**config.mk**
```make
export PLATFORM = sky130hd
export DESIGN_NAME = cic_decimator
export DESIGN_NICKNAME = d
export VERILOG_FILES = /design/src/rtl/dsp_pkg.sv /design/src/rtl/cic_integrator_stage.sv /design/src/rtl/cic_decimator.sv
export SDC_FILE = /design/constraint.sdc
export NUM_CORES = 1
export LEC_CHECK = 0
export CORE_MARGIN = 3
export CORE_UTILIZATION = 60
export CTS_BUF_LIST = sky130_fd_sc_hd__clkbuf_2
export CTS_CLUSTER_SIZE = 28
export DETAILED_ROUTE_END_ITERATION = 8
export PLACE_DENSITY = 0.86
export SKIP_LAST_GASP = 1
export SYNTH_ARGS = -nofsm -noshare
export SYNTH_HDL_FRONTEND = slang
export SYNTH_HIERARCHICAL = 1
export SYNTH_SLANG_ARGS = --single-unit
```
**constraint.sdc**
```tcl
create_clock -name clock -period 3.74 [get_ports clock]
set_clock_uncertainty 0.05 [all_clocks]
set_input_delay 0.748 -clock clock [delete_from_list [all_inputs] [get_ports clock]]
set_output_delay 0.748 -clock clock [all_outputs]
set_load 0.01 [all_outputs]
```
**src/rtl/dsp_pkg.sv**
```systemverilog
// Shared DSP helpers: ceiling log2 and the CIC accumulator width formula.
package dsp_pkg;

   function automatic int unsigned clog2(input int unsigned v);
      int unsigned r;
      r = 0;
      for (int unsigned i = 0; i < 32; i++) begin
         if ((64'd1 << i) < 64'(v)) r = i + 1;
      end
      return r;
   endfunction

   // Full-precision CIC register width: input width plus log2 of the gain RATE**STAGES.
   function automatic int unsigned cic_acc_w(input int unsigned in_w,
                                             input int unsigned stages,
                                             input int unsigned rate);
      return in_w + stages * clog2(rate);
   endfunction

   function automatic int unsigned phase_w(input int unsigned rate);
      return (clog2(rate) == 0) ? 1 : clog2(rate);
   endfunction

endpackage

```
**src/rtl/cic_integrator_stage.sv**
```systemverilog
// One CIC integrator: wrapping accumulator that adds din on each enabled edge.
module cic_integrator_stage #(
   parameter int W = 8
) (
   input  logic         clock,
   input  logic         reset,
   input  logic         en,
   input  logic         clear,
   input  logic [W-1:0] din,
   output logic [W-1:0] q
);

   always_ff @(posedge clock or negedge reset) begin
      if (!reset) begin
         q <= '0;
      end else if (clear) begin
         q <= '0;
      end else if (en) begin
         q <= q + din;
      end
   end

endmodule

```
**src/rtl/cic_decimator.sv**
```systemverilog
// Parametrised CIC decimator: STAGES integrators at input rate, keep every RATE-th
// accepted sample, STAGES comb stages at decimated rate, full-precision output.
module cic_decimator
   import dsp_pkg::*;
#(
   parameter int  IN_W      = 4,
   parameter int  STAGES    = 3,
   parameter int  RATE      = 4,
   parameter int  SIGNED_IN = 0,
   localparam int ACC_W     = cic_acc_w(IN_W, STAGES, RATE)
) (
   input  logic             clock,
   input  logic             reset,
   input  logic             clear,
   input  logic             in_valid,
   input  logic [IN_W-1:0]  in_data,
   output logic             out_valid,
   output logic [ACC_W-1:0] out_data
);

   localparam int PH_W = phase_w(RATE);
   localparam logic [PH_W-1:0] PH_LAST = PH_W'(RATE - 1);

   logic [ACC_W-1:0] w_ext;
   logic [ACC_W-1:0] w_int_d [STAGES];
   logic [ACC_W-1:0] w_int_q [STAGES];
   logic [ACC_W-1:0] w_inext;
   logic             w_strobe;

   logic [PH_W-1:0]   r_phase;
   logic [ACC_W-1:0]  r_comb [STAGES];
   logic [ACC_W-1:0]  r_dly  [STAGES];
   logic [STAGES-1:0] r_vld;

   if (SIGNED_IN != 0) begin : g_sext
      assign w_ext = ACC_W'(signed'(in_data));
   end else begin : g_zext
      assign w_ext = ACC_W'(in_data);
   end

   for (genvar g = 0; g < STAGES; g++) begin : g_int
      if (g == 0) begin : g_first
         assign w_int_d[g] = w_ext;
      end else begin : g_next
         assign w_int_d[g] = w_int_q[g-1];
      end

      cic_integrator_stage #(
         .W (ACC_W)
      ) u_stage (
         .clock (clock),
         .reset (reset),
         .en    (in_valid),
         .clear (clear),
         .din   (w_int_d[g]),
         .q     (w_int_q[g])
      );
   end

   // Post-edge value of the last integrator, so the strobing sample is included.
   assign w_inext  = w_int_q[STAGES-1] + w_int_d[STAGES-1];
   assign w_strobe = in_valid && !clear && (r_phase == PH_LAST);

   always_ff @(posedge clock or negedge reset) begin
      if (!reset) begin
         r_phase <= '0;
      end else if (clear) begin
         r_phase <= '0;
      end else if (in_valid) begin
         r_phase <= (r_phase == PH_LAST) ? '0 : r_phase + PH_W'(1);
      end
   end

   always_ff @(posedge clock or negedge reset) begin
      if (!reset) begin
         for (int unsigned k = 0; k < STAGES; k++) begin
            r_comb[k] <= '0;
            r_dly[k]  <= '0;
         end
         r_vld <= '0;
      end else if (clear) begin
         for (int unsigned k = 0; k < STAGES; k++) begin
            r_comb[k] <= '0;
            r_dly[k]  <= '0;
         end
         r_vld <= '0;
      end else begin
         r_vld[0] <= w_strobe;
         if (w_strobe) begin
            r_comb[0] <= w_inext - r_dly[0];
            r_dly[0]  <= w_inext;
         end
         // Each comb stage fires one edge after its predecessor, gated by the travelling valid bit.
         for (int unsigned k = 1; k < STAGES; k++) begin
            r_vld[k] <= r_vld[k-1];
            if (r_vld[k-1]) begin
               r_comb[k] <= r_comb[k-1] - r_dly[k];
               r_dly[k]  <= r_comb[k-1];
            end
         end
      end
   end

   assign out_data  = r_comb[STAGES-1];
   assign out_valid = r_vld[STAGES-1];

endmodule
```
==> Yosys cells after proc, flatten, opt, wreduce, memory -nomap -nowiden <==
Cells that the tools add are included.
{ "totals": {"regBits": 95, "in_bits": 8, "out_inout_bits": 11, "word_cells": 44} }
{ "classes": {"n_addsub": 7, "n_eq_ne": 1, "muxes": 18, "n_reduce_logical": 7} }
{ "ops": {"columns": ["cell", "n"], "rows": [
  ["10-bit 2-to-1 mux", 12],
  ["30-bit 2-to-1 mux", 2],
  ["10-bit subtractor", 3],
  ["10-bit adder", 2],
  ["10-bit by 4-bit adder with 10-bit output", 1],
  ["2-bit nonzero test", 4],
  ["2-bit 2-to-1 mux", 3],
  ["3-bit 2-to-1 mux", 1],
  ["2-bit by 1-bit adder with 2-bit output, second input constant", 1],
  ["2-bit equality test, second input constant", 1],
  ["1-bit logical AND", 2],
  ["1-bit logical NOT", 1]
]} }

==> Longest topological paths before layout <==
Gate-level depths: netlist of the first run.
{ "logic_depth": {"depth_word": 5, "depth_mapped": 17, "depth_no_buf": 17} }

==> Hierarchy <==
The synthesis of the first run kept the hierarchy.
{ "modules_own_cells": {"columns": ["module", "instances", "cells_per_inst", "area_per_inst_um2", "seq_area_each_um2"], "rows": [
  ["cic_decimator", 1, 432, 4194.0, 1626.6],
  ["cic_integrator_stage", 3, 99, 907.1, 250.2]
]} }

==> Worst setup path after synthesis of the first run <==
No wires, ideal clock.
{ "synth_path": {"path_kind": "register to register", "startpoint": "reg g_int[1].u_stage.q[0]", "endpoint": "reg r_comb[29] (netlist name)", "t_arrival_ns": 3.164, "setup_slack_ns": 0.449, "path_stages_with_launch": 17, "cell_sequence": "dfrtp_1 ha_1 inv_1 fa_1 nor2b_1 o21ai_1 a21boi_0 o21ai_0 and2b_1 xnor2_2 ha_1 a21o_1 a2bb2oi_1 o21ai_1 a311o_1 xor2_1 o21ai_1"} }
{ "synth_between": {"elab_chain_len": 4} }
{ "synth_rtl": {"columns": ["element", "line", "rtl"], "rows": [
  ["start: declaration", "cic_integrator_stage.sv:10", "output logic [W-1:0] q"],
  ["start signal: assignment", "cic_integrator_stage.sv:19", "q <= q + din;"],
  ["10-bit adder", "cic_decimator.sv:61", "assign w_inext = w_int_q[STAGES-1] + w_int_d[STAGES-1];"],
  ["10-bit subtractor", "cic_decimator.sv:90", "r_comb[0] <= w_inext - r_dly[0];"],
  ["10-bit 2-to-1 mux", "cic_decimator.sv:89", "if (w_strobe) begin"],
  ["30-bit 2-to-1 mux", "cic_decimator.sv:81", "end else if (clear) begin"],
  ["end signal: indexed assignment", "cic_decimator.sv:97", "r_comb[k] <= r_comb[k-1] - r_dly[k];"],
  ["end: declaration", "cic_decimator.sv:31", "logic [ACC_W-1:0] r_comb [STAGES];"]
]} }
No other way between the ends. The select of a mux whose other input is x is not followed.
A chain may end at the register's enable or synchronous reset.

==> Final worst setup path of the first run <==
Same ends and word-level chain as after synthesis.

==> results of run 1 <==
[final timing paths]
kind / startpoint / cells after the start / slack, ps / to
worst max-delay path: g_int[1].u_stage/q[0] / 16 / 170 / r_comb[29]
worst min-delay path: out_data[8] / 1 / 500 / out_data[8]
worst max register to register: g_int[1].u_stage/q[0] / 16 / 170 / r_comb[29]
worst min register to register: out_data[8] / 1 / 500 / out_data[8]
max in group asynchronous: reset / 3 / 2250 / g_int[0].u_stage/q[5]
min in group asynchronous: reset / 2 / 560 / out_data[6]
[logic make-up after synthesis]
logic type / share of synthesized area
other: 0.000542
DFF: 0.344
buffers and inverters: 0.0575
AOI/OAI and AO/OA: 0.188
xor gates and xnor gates: 0.0441
muxes: 0.0640
and+or+nand+nor: 0.166
adders and majority gates: 0.136
[per-stage QoR]
stage | instances | area [sq um] | power, mW
5_1_grt | 881 | 7270 | 2.45
3_5_place_dp | 861 | 7130 | 1.85
4_1_cts | 878 | 7230 | 2.31
6_report | 881 | 7270 | 2.31
2_1_floorplan | 735 | 6940 | 1.69
3_3_place_gp | 861 | 7130 | 1.81
[layer usage]
metal	global-route usage	share of wire
met5	0	0
met1	0.276	0.42
met4	0.0737	0.017
met2	0.408	0.53
met3	0.0369	0.034
[final cells by class]
cell class | instances | area (sq um) | share of cell area
Multi-Input combinational cell | 548 | 4180 | 0.575
Timing Repair Buffer | 26 | 233 | 0.0320
Inverter | 56 | 210 | 0.0289
Clock inverter | 7 | 47.5 | 0.00654
Sequential cell | 95 | 2380 | 0.327
Tap cell | 140 | 175 | 0.0241
Clock buffer | 9 | 45.0 | 0.00619
[sequential cells by signal, indices dropped and copies added, names as in the netlist]
register,count
g_int.u_stage/q,30
r_phase,2
r_vld,3
r_dly,30
out_data,10
r_comb,20
[placed cells by master, fill, tap and decap left out, drive strengths merged, types with 10 or more instances in the layout]
master,count
nor4b,10
xnor2,27
o21a,19
dfrtp,95
nand3b,15
clkdlybuf4s50,15
inv,57
nor2,81
nand2,23
ha,64
a21oi,39
o21ai,36
mux2i,42
a21o,11
nor2b,13
buf,10
a211oi,13
[what timing repair did]
action                                  CTS  global route
buffers inserted                          0             3
hold buffers                              1             0
gates resized for setup                   0             7
endpoints found under the setup margin    0             1
hold endpoints to repair                  3             0
[power groups by stage]
| stage | Combinational [mW] | Clock, mW | Sequential, mW |
|---|---|---|---|
| 3_5_place_dp | 0.712 | 0 | 1.14 |
| 3_3_place_gp | 0.668 | 0 | 1.14 |
| 6_report | 0.734 | 0.452 | 1.13 |
| 4_1_cts | 0.716 | 0.466 | 1.13 |
| 2_1_floorplan | 0.568 | 0 | 1.12 |
| 5_1_grt | 0.812 | 0.506 | 1.13 |
==> results.md, run 1 <==
* Largest net degree at the start of global routing at 73
* NetSw at 838 uW
* Cell taking the most area after synthesis: dfrtp_1
* Post-synth cell types at 65
* Input/output buffers at 18
* Clock share of power at 0.195
* Bufs and invs on worst path at 1
* Core outline area at about 11000 sq um
* Final slew viol count at 0
* Peak supply drop at 0.245 mV
* Crit-path slowest cell: dfrtp_1
* Syn_area_per_cell at 9.49 sq um
* First-pass GRT wire length at 24.3 mm
* Async set-or-reset flop fraction in the synthesized netlist at 1.00
* Final period utilization at 0.955
* Share of the synthesized area in the top cell type at 0.344
* Top FF cell, synth: dfrtp_1
* CTS root buffer: clkbuf_2
* Reg power frac at 0.487
* WP data arrival at about 4000 ps
* Routed WL per cell at 16.0 um
* Tot GR Track Use at 0.226
* # rows at 38
* Flops & latches, synth at 95
* Worst Tran Pin Value at a little over 1000 ps
* Setup Crit Path Kind: reg2reg
* Mapped cell area at about 7000 sq um
* Final setup fails at 0
* Nets at about 820
* Remaining antenna violation count after routing at 0
* Syn. warnings at 6
* Synth Instances at about 730
* Crit Path Max Fanout at 6
* CTS tree: done
* Fin Setup TNS at 0 ps
* Post-synth EDFFs at 0
* Io pins at 19
* Worst slack at placement at ~86 ps
* Most common cell in the synthesized netlist: dfrtp_1
* Diodes inserted at 0
* Net Sw Frac at 0.362
* Routed wire length at approximately 14 mm
* Crit end category: register
* Synth-to-layout area growth at 5.17%
* Global route overflow at 0
* Clock tree buffer depth at 2
* RSZ-0062 raised after global routing: no
* Pint at between 1 and 1.5 mW
* Skew-Pair Late Insertion Delay at 560 ps
* Die width at about 110 um
* Synth top cells by count: 95 x dfrtp_1, 81 x nor2_1, 64 x ha_1, 56 x inv_1, 42 x mux2i_1
* Req. time, crit path at ~4200 ps
* Setup ws final at between 150 and 200 ps
* Drt via density at a little over 6
* Critical path launch point type: register
* Combinational power share at 0.317
* Crit path top cell by count: o21ai_1
* Starting Density at 0.627
* Register area share after synthesis at 0.344
* Die extent in y at around 110 um
* Slew headroom at 0.317
* CP peak stage delay at around 500 ps
* Crit-path cells: ha_4, inv_1, fa_1, nor2b_1, o21ai_1, a21boi_1, o21ai_1, and2b_1, xnor2_2, ha_2, a21o_1, a2bb2oi_1, o21ai_1, a311o_1, xor2_1, o21ai_1
* Initial antenna violation count at 0
* Vias in the first global route at roughly 5400
* Final core occ at 0.659
* Cts bufs inserted at 9
* Dpl hpwl at approximately 10 mm
* Largest delay share family, worst path: compound AO/OA/AOI/OAI gates
* DR DRC count at 0
* DRT iter0 DRCs at just over 300
* Largest cells by area after synthesis: dfrtp_1 34%, ha_1 12%, mux2i_1 6.1%
* PwrDens at 318 nW/um^2
* Worst min path class: reg2reg
* Layout cells sized above 1 at 0.0729
* Drt pass-1 iters at 6
* Max frequency at 280 MHz
* Final Hold Slack at around 500 ps
* Maxcap violations at 0
* Via count at between 5000 and 6000
* Status: complete, no violations
* TritonCTS Sinks at 95
* Die area at roughly 13000 sq um
* Hold Vio Cnt, Final at 0
* Fillers at 860
* Static Leakage at about 3.3 nW
* Minimum clock period at 3570 ps
* H-tree Lvls at 3
* GP Congestion at around 0.83
* Clk slew on worst S/H paths at approximately 270 ps
Note: power is estimated with default switching activity, not from simulation.
==> inputs of run 2 (changes only) <==
CORE_UTILIZATION = 45   (was 60)
PLACE_DENSITY = 0.69   (was 0.86)
==> results.md, run 2 (same netlist as run 1, synthesis figures left out) <==
* First-pass GRT wire length at about 24 mm
* Die area at about 17000 sq um
* Final instance area at 7320 sq um
* Flop2flop setup slack at 200 ps
* WP data arrival at around 4000 ps
* Initial antenna violation count at 1
* Routed WL per cell at between 15 and 20 um
* Dpl hpwl at about 10 mm
* Max frequency at roughly 280 MHz
* Via count at about 5200
* Clk slew on worst S/H paths at 270 ps
* Drt pass-1 iters at 4
* Largest net degree at the start of global routing at 54
* Worst min path class: in2async
* CTS tree: done
* Status: complete, no violations
* Placed cell area at ~7000 sq um
* Largest regs: g_int.u_stage/q x30, r_dly x30, r_comb x20
* Fin Setup TNS at 0 ps
* Final setup fails at 0
* Hold Vio Cnt, Final at 0
* Nets at roughly 810
* Final slew viol count at 0
* Final period utilization at 0.947
* GP Congestion at 0.848
* Clock tree buffer depth at 2
* H-tree Lvls at 3
* Vias in the first global route at approximately 5300
* Global route overflow at 0
* Final cell count without fillers at 925
* Crit-path cells: ha_2, inv_1, fa_1, nor2b_1, o21ai_1, a21boi_1, o21ai_0, and2b_1, xnor2_2, ha_2, o2111ai_1, o21ai_1, nor4_2, a311o_1, xor2_1, o21ai_1
* Maxcap violations at 0
* Minimum clock period at between 3000 and 4000 ps
* Crit end category: register
* CP startpoint: g_int[1].u_stage/q[0]
* Worst Tran Pin Value at ~1100 ps
* Area of the multi-input gates at around 4200 sq um
* DR DRC count at 0
* Tot GR Track Use at 0.173
* Setup Crit Path Kind: reg2reg
* # rows at between 40 and 50
* Post-CTS Hold Buffers at 0
* Routed wire length at between 10 and 15 mm
* R2R cell count at 16
* R2R Path Start: g_int[1].u_stage/q[0]
* Register area at around 2400 sq um
* Setup crit end: r_comb[29]
* Critical path launch point type: register
* Crit path top cell by count: o21ai_1
* Skew-Pair Late Insertion Delay at between 600 and 700 ps
* Slew headroom at 0.298
* Core outline area at 14800 sq um
* Crit-path slowest cell: dfrtp_1
* Starting Density at 0.467
* Cts bufs inserted at 9
* Drt via density at ~5.7
* Die extent in y at between 100 and 150 um
* Leading cell types in the layout, fill and taps excluded: 94 x dfrtp_1, 81 x nor2_1, 62 x ha_1
* Fillers at about 1400
* Crit Path Max Fanout at 6
* DRT iter0 DRCs at 230
* Static Leakage at roughly 3.3 nW
* Input/output buffers at 18
* Remaining antenna violation count after routing at 0
* Io pins at 19
* CP peak stage delay at roughly 420 ps
* CTS root buffer: clkbuf_2
* Placed insts at 906
* Synth-to-layout area growth at 5.83%
* RSZ-0062 raised after global routing: no
* TritonCTS Sinks at 95
* Layout cells sized above 1 at 0.0757
* RR Endpoint: r_comb[29]
* Req. time, crit path at approximately 4300 ps
* PwrDens at between 300 and 400 nW/um^2
* Commonest non-fill, non-tap cell in the layout: dfrtp_1
* Peak supply drop at 0.257 mV
* Die width at 130 um
-- run 2: cell types whose count changed in the layout (fill, tap and decap cells not counted), sizes merged --
cell,previous run,this run
diode,0,1
inv,57,60
clkinv,6,1
dlygate4sd3,1,0
clkbuf,9,10
clkinvlp,0,1
-- run 2: worst min path at each step --
stage	from	to	slack, ps	cells past startpoint
after floorplan	reset	g_int[0].u_stage/q[0]	400	0
after global placement	out_data[6]	out_data[6]	440	1
after detailed placement	out_data[8]	out_data[8]	450	1
after CTS	reset	r_dly[20]	10	1
after global routing	reset	r_dly[20]	7	1
final	reset	r_dly[20]	60	1
-- run 2: what timing repair did --
| action | in CTS | in global routing |
|---|---|---|
| setup endpoints to repair | 1 | 1 |
| pin swaps | 0 | 1 |
| setup buffers | 1 | 1 |
| resized for setup | 0 | 5 |
-- run 2: critical path: cells and delay by family, from the launching register on --
family	cells	cell delay (ps)
AND/OR/NAND/NOR	3	410
XOR/XNOR	2	320
adder cells (fa/ha/maj)	3	1020
buffers and inverters	1	60
flip-flops	1	420
AO/OA/AOI/OAI	7	1230
-- run 2: final cells by class --
type | count | area share
Timing Repair Buffer | 25 | 0.0304
Clock buffer | 10 | 0.00684
Clock inverter | 6 | 0.00684
Tap cell | 184 | 0.0315
Antenna cell | 1 | 0.000342
Multi-Input combinational cell | 548 | 0.570
Sequential cell | 95 | 0.325
Inverter | 56 | 0.0287
-- run 2: stage by stage --
stage / hold WS, ps / total power, mW / util / setup slack, ps
after floorplan: 402 / 1.69 / - / 449
after global placement: 444 / 1.82 / 0.485 / 254
after detailed placement: 446 / 1.86 / 0.485 / 16.4
after CTS: 13.2 / 2.36 / 0.493 / 11.2
after global routing: 7.29 / 2.51 / 0.494 / 13.1
final: 60.9 / 2.35 / 0.494 / 197
-- run 2: routing by layer --
metal / routed length, um / GRT usage / vias to the layer above
li1: - / - / 2628
met1: 6540 / 0.212 / 2528
met2: 7090 / 0.305 / 61
met3: 372 / 0.0413 / 14
met4: 174 / 0.0452 / 0
met5: 0 / 0 / -
-- run 2: power breakdown --
group	switching, mW	leakage, nW	internal, mW
registers	0.0562	1.31	1.07
clock network	0.383	0.0652	0.102
logic	0.422	1.88	0.314
